===== src/rtl/vs_util_pkg.sv =====
// Shared types for the sparse-recovery datapath: processor command, raw fp32 word,
// sweep-sequencer state encoding and read-mux select values.
package vs_util;

  typedef enum logic [1:0] {
    LOAD_SENSING_MATRIX    = 2'd0,
    COMPUTE_INNER_PRODUCTS = 2'd1
  } vs_sensing_matrix_command_t;

  typedef logic [31:0] fp_32_t;

  typedef enum logic [2:0] {
    IDLE     = 3'd0,
    L_SETUP  = 3'd1,
    L_START  = 3'd2,
    L_STREAM = 3'd3,
    S_START  = 3'd4,
    S_WAIT   = 3'd5,
    M_WAIT   = 3'd6,
    CAPTURE  = 3'd7
  } vs_sweep_seq_state_t;

  localparam logic SEL_RESIDUAL = 1'b0;
  localparam logic SEL_PHI      = 1'b1;

endpackage


===== src/rtl/vs_sweep_sequencer_watchdog.sv =====
// Generic wait-state watchdog: clear restarts the count, enable advances it, and
// expired_o is high in the LIMIT-th enabled cycle after a clear. LIMIT = 0 disables it.
module vs_watchdog_counter #(
  parameter int unsigned LIMIT = 4096,
  parameter int unsigned CNT_W = 32
) (
  input  logic clk_i,
  input  logic rst_i,
  input  logic clear_i,
  input  logic enable_i,
  output logic expired_o
);

  localparam logic [CNT_W-1:0] LAST = (LIMIT == 0) ? '0 : CNT_W'(LIMIT - 1);

  logic [CNT_W-1:0] count_q, count_d;

  assign expired_o = (LIMIT != 0) && enable_i && (count_q == LAST);

  always_comb begin
    count_d = count_q;
    if (clear_i)
      count_d = '0;
    else if (enable_i && !expired_o)
      count_d = count_q + 1'b1;
  end

  always_ff @(posedge clk_i or posedge rst_i) begin
    if (rst_i) count_q <= '0;
    else       count_q <= count_d;
  end

endmodule


===== src/rtl/vs_sweep_sequencer.sv =====
// Correlation-step controller: loads phi into the processor, runs the inner-product
// sweep, waits for the max identifier and reports the captured location/value.
// Handshake: load_req/sweep_req are level-sampled only in IDLE (busy=0) and dropped
// otherwise; result_valid is a one-cycle pulse with result_* held until the next one.
module vs_sweep_sequencer
  import vs_util::*;
#(
  parameter int unsigned ROWS           = 4,
  parameter int unsigned COLUMNS        = 8,
  parameter int unsigned PHI_ADDR_WIDTH = 16,
  parameter int unsigned TIMEOUT_CYCLES = 4096
) (
  input  logic                       clock,
  input  logic                       reset,
  input  logic                       load_req,
  input  logic                       sweep_req,
  output logic                       busy,
  output logic                       matrix_loaded,
  output vs_sensing_matrix_command_t proc_command,
  output logic                       proc_start,
  input  logic                       proc_done,
  output logic                       proc_read_select,
  output logic [PHI_ADDR_WIDTH-1:0]  phi_read_addr,
  input  logic                       max_batch_done,
  input  logic [7:0]                 max_location,
  input  fp_32_t                     max_value,
  output logic                       result_valid,
  output logic [7:0]                 result_location,
  output fp_32_t                     result_value,
  output logic                       error,
  output logic [7:0]                 sweep_count,
  output vs_sweep_seq_state_t        state_dbg
);

  localparam logic [PHI_ADDR_WIDTH-1:0] ADDR_LAST = PHI_ADDR_WIDTH'(ROWS * COLUMNS - 1);

  vs_sweep_seq_state_t        state_q, state_d;
  vs_sensing_matrix_command_t cmd_q, cmd_d;
  logic                       sel_q, sel_d;
  logic [PHI_ADDR_WIDTH-1:0]  addr_q, addr_d;
  logic                       loaded_q, loaded_d;
  logic                       max_seen_q, max_seen_d;
  logic [7:0]                 pend_loc_q, pend_loc_d, res_loc_q, res_loc_d;
  fp_32_t                     pend_val_q, pend_val_d, res_val_q, res_val_d;
  logic [7:0]                 count_q, count_d;
  logic                       wd_clear, wd_enable, wd_expired;
  logic                       max_hit;

  // The max unit may finish before or together with proc_done; either counts.
  assign max_hit = max_seen_q | max_batch_done;

  vs_watchdog_counter #(.LIMIT(TIMEOUT_CYCLES)) u_watchdog (
    .clk_i     (clock),
    .rst_i     (reset),
    .clear_i   (wd_clear),
    .enable_i  (wd_enable),
    .expired_o (wd_expired)
  );

  always_comb begin
    state_d      = state_q;
    cmd_d        = cmd_q;
    sel_d        = sel_q;
    addr_d       = addr_q;
    loaded_d     = loaded_q;
    max_seen_d   = max_seen_q;
    pend_loc_d   = pend_loc_q;
    pend_val_d   = pend_val_q;
    res_loc_d    = res_loc_q;
    res_val_d    = res_val_q;
    count_d      = count_q;
    proc_start   = 1'b0;
    result_valid = 1'b0;
    error        = 1'b0;
    wd_clear     = 1'b0;
    wd_enable    = 1'b0;
    if ((state_q == S_WAIT || state_q == M_WAIT) && max_batch_done) begin
      max_seen_d = 1'b1;
      pend_loc_d = max_location;
      pend_val_d = max_value;
    end
    case (state_q)
      IDLE: begin
        if (load_req) begin
          state_d  = L_SETUP;
          sel_d    = SEL_PHI;
          cmd_d    = LOAD_SENSING_MATRIX;
          addr_d   = '0;
          loaded_d = 1'b0;
        end else if (sweep_req) begin
          if (loaded_q) begin
            state_d = S_START;
            sel_d   = SEL_RESIDUAL;
            cmd_d   = COMPUTE_INNER_PRODUCTS;
          end else begin
            error = 1'b1;
          end
        end
      end
      L_SETUP: state_d = L_START;
      L_START: begin
        proc_start = 1'b1;
        wd_clear   = 1'b1;
        addr_d     = (addr_q == ADDR_LAST) ? addr_q : addr_q + 1'b1;
        state_d    = L_STREAM;
      end
      L_STREAM: begin
        wd_enable = 1'b1;
        if (addr_q != ADDR_LAST) addr_d = addr_q + 1'b1;
        if (proc_done) begin
          state_d  = IDLE;
          loaded_d = 1'b1;
        end else if (wd_expired) begin
          state_d = IDLE;
          error   = 1'b1;
        end
      end
      S_START: begin
        proc_start = 1'b1;
        max_seen_d = 1'b0;
        wd_clear   = 1'b1;
        state_d    = S_WAIT;
      end
      S_WAIT, M_WAIT: begin
        wd_enable = 1'b1;
        if ((state_q == S_WAIT) ? (proc_done && max_hit) : max_hit) begin
          state_d   = CAPTURE;
          res_loc_d = max_batch_done ? max_location : pend_loc_q;
          res_val_d = max_batch_done ? max_value    : pend_val_q;
        end else if (state_q == S_WAIT && proc_done) begin
          state_d  = M_WAIT;
          wd_clear = 1'b1;
        end else if (wd_expired) begin
          state_d = IDLE;
          error   = 1'b1;
        end
      end
      CAPTURE: begin
        result_valid = 1'b1;
        count_d      = count_q + 8'd1;
        state_d      = IDLE;
      end
      default: state_d = IDLE;
    endcase
  end

  always_ff @(posedge clock or posedge reset) begin
    if (reset) begin
      state_q    <= IDLE;
      cmd_q      <= LOAD_SENSING_MATRIX;
      sel_q      <= SEL_RESIDUAL;
      addr_q     <= '0;
      loaded_q   <= 1'b0;
      max_seen_q <= 1'b0;
      pend_loc_q <= '0;
      pend_val_q <= '0;
      res_loc_q  <= '0;
      res_val_q  <= '0;
      count_q    <= '0;
    end else begin
      state_q    <= state_d;
      cmd_q      <= cmd_d;
      sel_q      <= sel_d;
      addr_q     <= addr_d;
      loaded_q   <= loaded_d;
      max_seen_q <= max_seen_d;
      pend_loc_q <= pend_loc_d;
      pend_val_q <= pend_val_d;
      res_loc_q  <= res_loc_d;
      res_val_q  <= res_val_d;
      count_q    <= count_d;
    end
  end

  assign busy             = (state_q != IDLE);
  assign matrix_loaded    = loaded_q;
  assign proc_command     = cmd_q;
  assign proc_read_select = sel_q;
  assign phi_read_addr    = addr_q;
  assign result_location  = res_loc_q;
  assign result_value     = res_val_q;
  assign sweep_count      = count_q;
  assign state_dbg        = state_q;

endmodule


===== config.mk =====
export PLATFORM = sky130hd
export DESIGN_NAME = vs_sweep_sequencer
export DESIGN_NICKNAME = d
export VERILOG_FILES = /design/src/rtl/vs_util_pkg.sv /design/src/rtl/vs_sweep_sequencer_watchdog.sv /design/src/rtl/vs_sweep_sequencer.sv
export SDC_FILE = /design/constraint.sdc
export NUM_CORES = 1
export LEC_CHECK = 0
export CORE_ASPECT_RATIO = 0.5
export CORE_UTILIZATION = 55
export DETAILED_ROUTE_END_ITERATION = 12
export PLACE_DENSITY = 0.79
export SYNTH_ARGS = -nofsm -noshare
export SYNTH_HDL_FRONTEND = slang
export SYNTH_SLANG_ARGS = --single-unit

===== constraint.sdc =====
create_clock -name clock -period 6.9 [get_ports clock]
set_input_delay 1.035 -clock clock [delete_from_list [all_inputs] [get_ports clock]]
set_output_delay 1.035 -clock clock [all_outputs]
set_load 0.1 [all_outputs]

==> out/metrics.cfg <==
[pwr]
switching_share_pct = 50.5
seqPwrFrac_pct = 29.9
p_sw_mw = 2.26
leakagePower_nw = 3.67
vdd_ir_drop_max_uv = 447
p_clk_share_pct = 20.2
p_int_mw = 2.22
p_total_mw = 4.49
p_per_area_nw_per_um2 = 517
combPwrFrac_pct = 49.9

[yosys]
synth-edff-count = 0
synth_area_um2 = 6850
yosysWarnings = 0
yosysMostFrequentCell = dfrtp_1
syn-instance-count = 643
yosysSeqAreaShare_pct = 52.3
yosysTopAreaCell = dfrtp_1
synth.distinct_cells = 60
synth.avg_cell_area_um2 = 10.6
synth_commonest_cells = 143 x dfrtp_1, 78 x nor2_1, 60 x a21oi_1
synth_seq_cells = 143
synth_flop_cell = dfrtp_1
synthTopCellsByArea = dfrtp_1 52%, mux2_2 6.7%, mux2i_1 6.3%
synth-async-reset-ratio_pct = 100
synth_nets = 692
netlist.area_leader.share_pct = 52.3

[worst_setup_path]
crit_path_end_kind = output port
cpMaxStageDelayCell = clkdlybuf4s50_1
path_cells = nor4_1 > nand4_1 > nor3_1 > nand2_1 > o41ai_1 > clkdlybuf4s50_1
crit_required_ns = 5.86
r2r_slack_ns = 4.23
r2r-end = u_watchdog.count_q[4]$_DFFE_PP0P_
slowest_delay_ns = 1.19
r2r_start = u_watchdog.count_q[27]$_DFFE_PP0P_
cp_data_arrival_time_ns = 3.69
start_kind = flop
crit_type = reg2out
worstRegToRegCells = 5
crit_fanout = 7

[min_path]
min_to = sweep_count[7]$_DFFE_PP0P_
hp-start = sweep_count[7]$_DFFE_PP0P_
hold_depth = 1
hp-class = reg2reg

[finish]
seqCellArea_um2 = 3580
drive_gt1_share_pct = 12.5
diodes = 0
fill_cells = 883
fin_cells = 924
final_area_um2 = 8670
area_growth_pct = 26.6
utilization_pct = 72.4
final_nets = 795
multiInputGateArea_um2 = 3050

[placed_design]
dp.cells = 892
place_ws_ns = 2.40
io_buffers = 119
dp.final_hpwl_um = 9780
gp_congestion = 0.887
dpl_cell_area_um2 = 8090

[clocking]
insertion_delay_ns = 0.42
cts.sinks = 143
cts_buffers = 17
ctsHoldBuffers = 0
cts_root_buf = clkbuf_16
cts_resized = 0
cts_buffer_depth = 2
post-cts-setup-buffers = 0
h-tree-depth = 4
clkSlewWorstSetupHoldPaths_ns = 0.06
cts_tree = done

[global_route]
overflow = 0
grt-busiest-layer = met2
grt_antenna_before_repair = 0
grt_pass1_wl_um = 25100
grt_max_degree = 93
grt.met3_usage_pct = 5.52
grt_usage_pct = 24.5
met2_usage_pct = 42.4
use_met1_pct = 31.0
grt_pass1_vias = 5181

[job]
drv_cap = 0

[timing]
maxSlewViolCount = 0
rsz0062_at_grt = false
timing.final.crit_share_pct = 68.5
final.setup_skew_ns = 0.0104
hold_ws_ns = 0.475
tns_ns = 0
slew-limit-headroom_pct = 31.1
finalCriticalPeriod_ns = 4.73
clock.fmax_mhz = 212
fin_ws_ns = 2.17
finalSetupViolCount = 0
tightestPinTransition_ns = 1.03
finalHoldViolations = 0

[floorplanning]
initial_utilization_pct = 57.1
core_um2 = 12000
die_y_um = 80.9
rows = 28
dieArea_um2 = 12900
die_x_um = 160
io_pins = 121

[route]
dr.pass1.iters = 5
drc = 0
vias = 5244
routed_wirelength_um = 15200
routedWlPerCell_um = 16.4
route.antenna.remaining_nets = 0
drt-initial-drc-count = 328
viasPerCell = 5.68

[outcome]
status = finished clean

[worst max-delay path by stage]
stage                                             startpoint  slack (ns)  cells after the start     to
after floorplan                     state_dbg[0]$_DFFE_PP0P_        0.80                      4  error
after CTS                 u_watchdog.count_q[24]$_DFFE_PP0P_        2.18                      6  error
final                     u_watchdog.count_q[24]$_DFFE_PP0P_        2.17                      6  error
after global routing      u_watchdog.count_q[24]$_DFFE_PP0P_        1.95                      6  error
after detailed placement                      max_batch_done        2.40                      8  error
after global placement                        max_batch_done        2.44                      8  error
[power groups by stage]
stage / Combinational, mW / Sequential (mW) / Clock [mW]
2_1_floorplan: 0.661 / 2.43 / 0
3_3_place_gp: 2.22 / 1.34 / 0
3_5_place_dp: 2.24 / 1.35 / 0
4_1_cts: 2.25 / 1.34 / 0.923
5_1_grt: 2.35 / 1.38 / 0.954
6_report: 2.24 / 1.34 / 0.906
[state kept, by name, summed over array words and instances (netlist names)]
name and cells:
result_location 8, u_watchdog.count_q 32, pend_loc_q 8, result_value 32, proc_read_select 1, phi_read_addr 16
state_dbg 3, sweep_count 8, proc_command 1, matrix_loaded 1, max_seen_q 1, pend_val_q 32
[per-layer routing]
layer	up-vias	part of all wire [%]
li1	2526	-
met1	2600	45
met2	103	50
met3	15	4.3
met4	0	1.1
met5	-	0
[cells in the final DEF, fill, tap and decap left out, types with 9 or more instances in the layout]
cell type          n
mux2i_1           43
o21ai_0           13
nor4_1            14
nand4_1           10
mux2_2            41
xnor2_1           25
nand2_1           33
xor2_1             9
nor2_1            78
or4_1              9
or3_1             11
nand3_1           15
clkdlybuf4s50_1  118
inv_1              9
dfrtp_1          143
a21oi_1           60
clkbuf_16         17
[logic make-up after synthesis]
kind of cell	Yosys count	share of synthesized area, %
mux	84	13.0
flops	143	52.3
other cells	1	0.0548
fa+ha+maj	4	0.695
buf+inv	48	3.22
simple gates	218	16.6
xor+xnor	35	4.59
compound gates	110	9.58
[critical path, delay by kind of cell (launching register included)]
family | cells | cell delay, ns
simple gates | 4 | 1.53
buf+inv | 1 | 1.19
flops | 1 | 0.44
compound gates | 1 | 0.11
[layout make-up]
cell class | count | area share (%)
clock buffer | 18 | 5.06
clock inverter | 14 | 1.67
inverter | 10 | 0.491
multi-input combinational | 452 | 35.2
sequential | 143 | 41.3
tap | 165 | 2.38
timing repair buffer | 122 | 13.9
(Power assumes the default switching activity.)
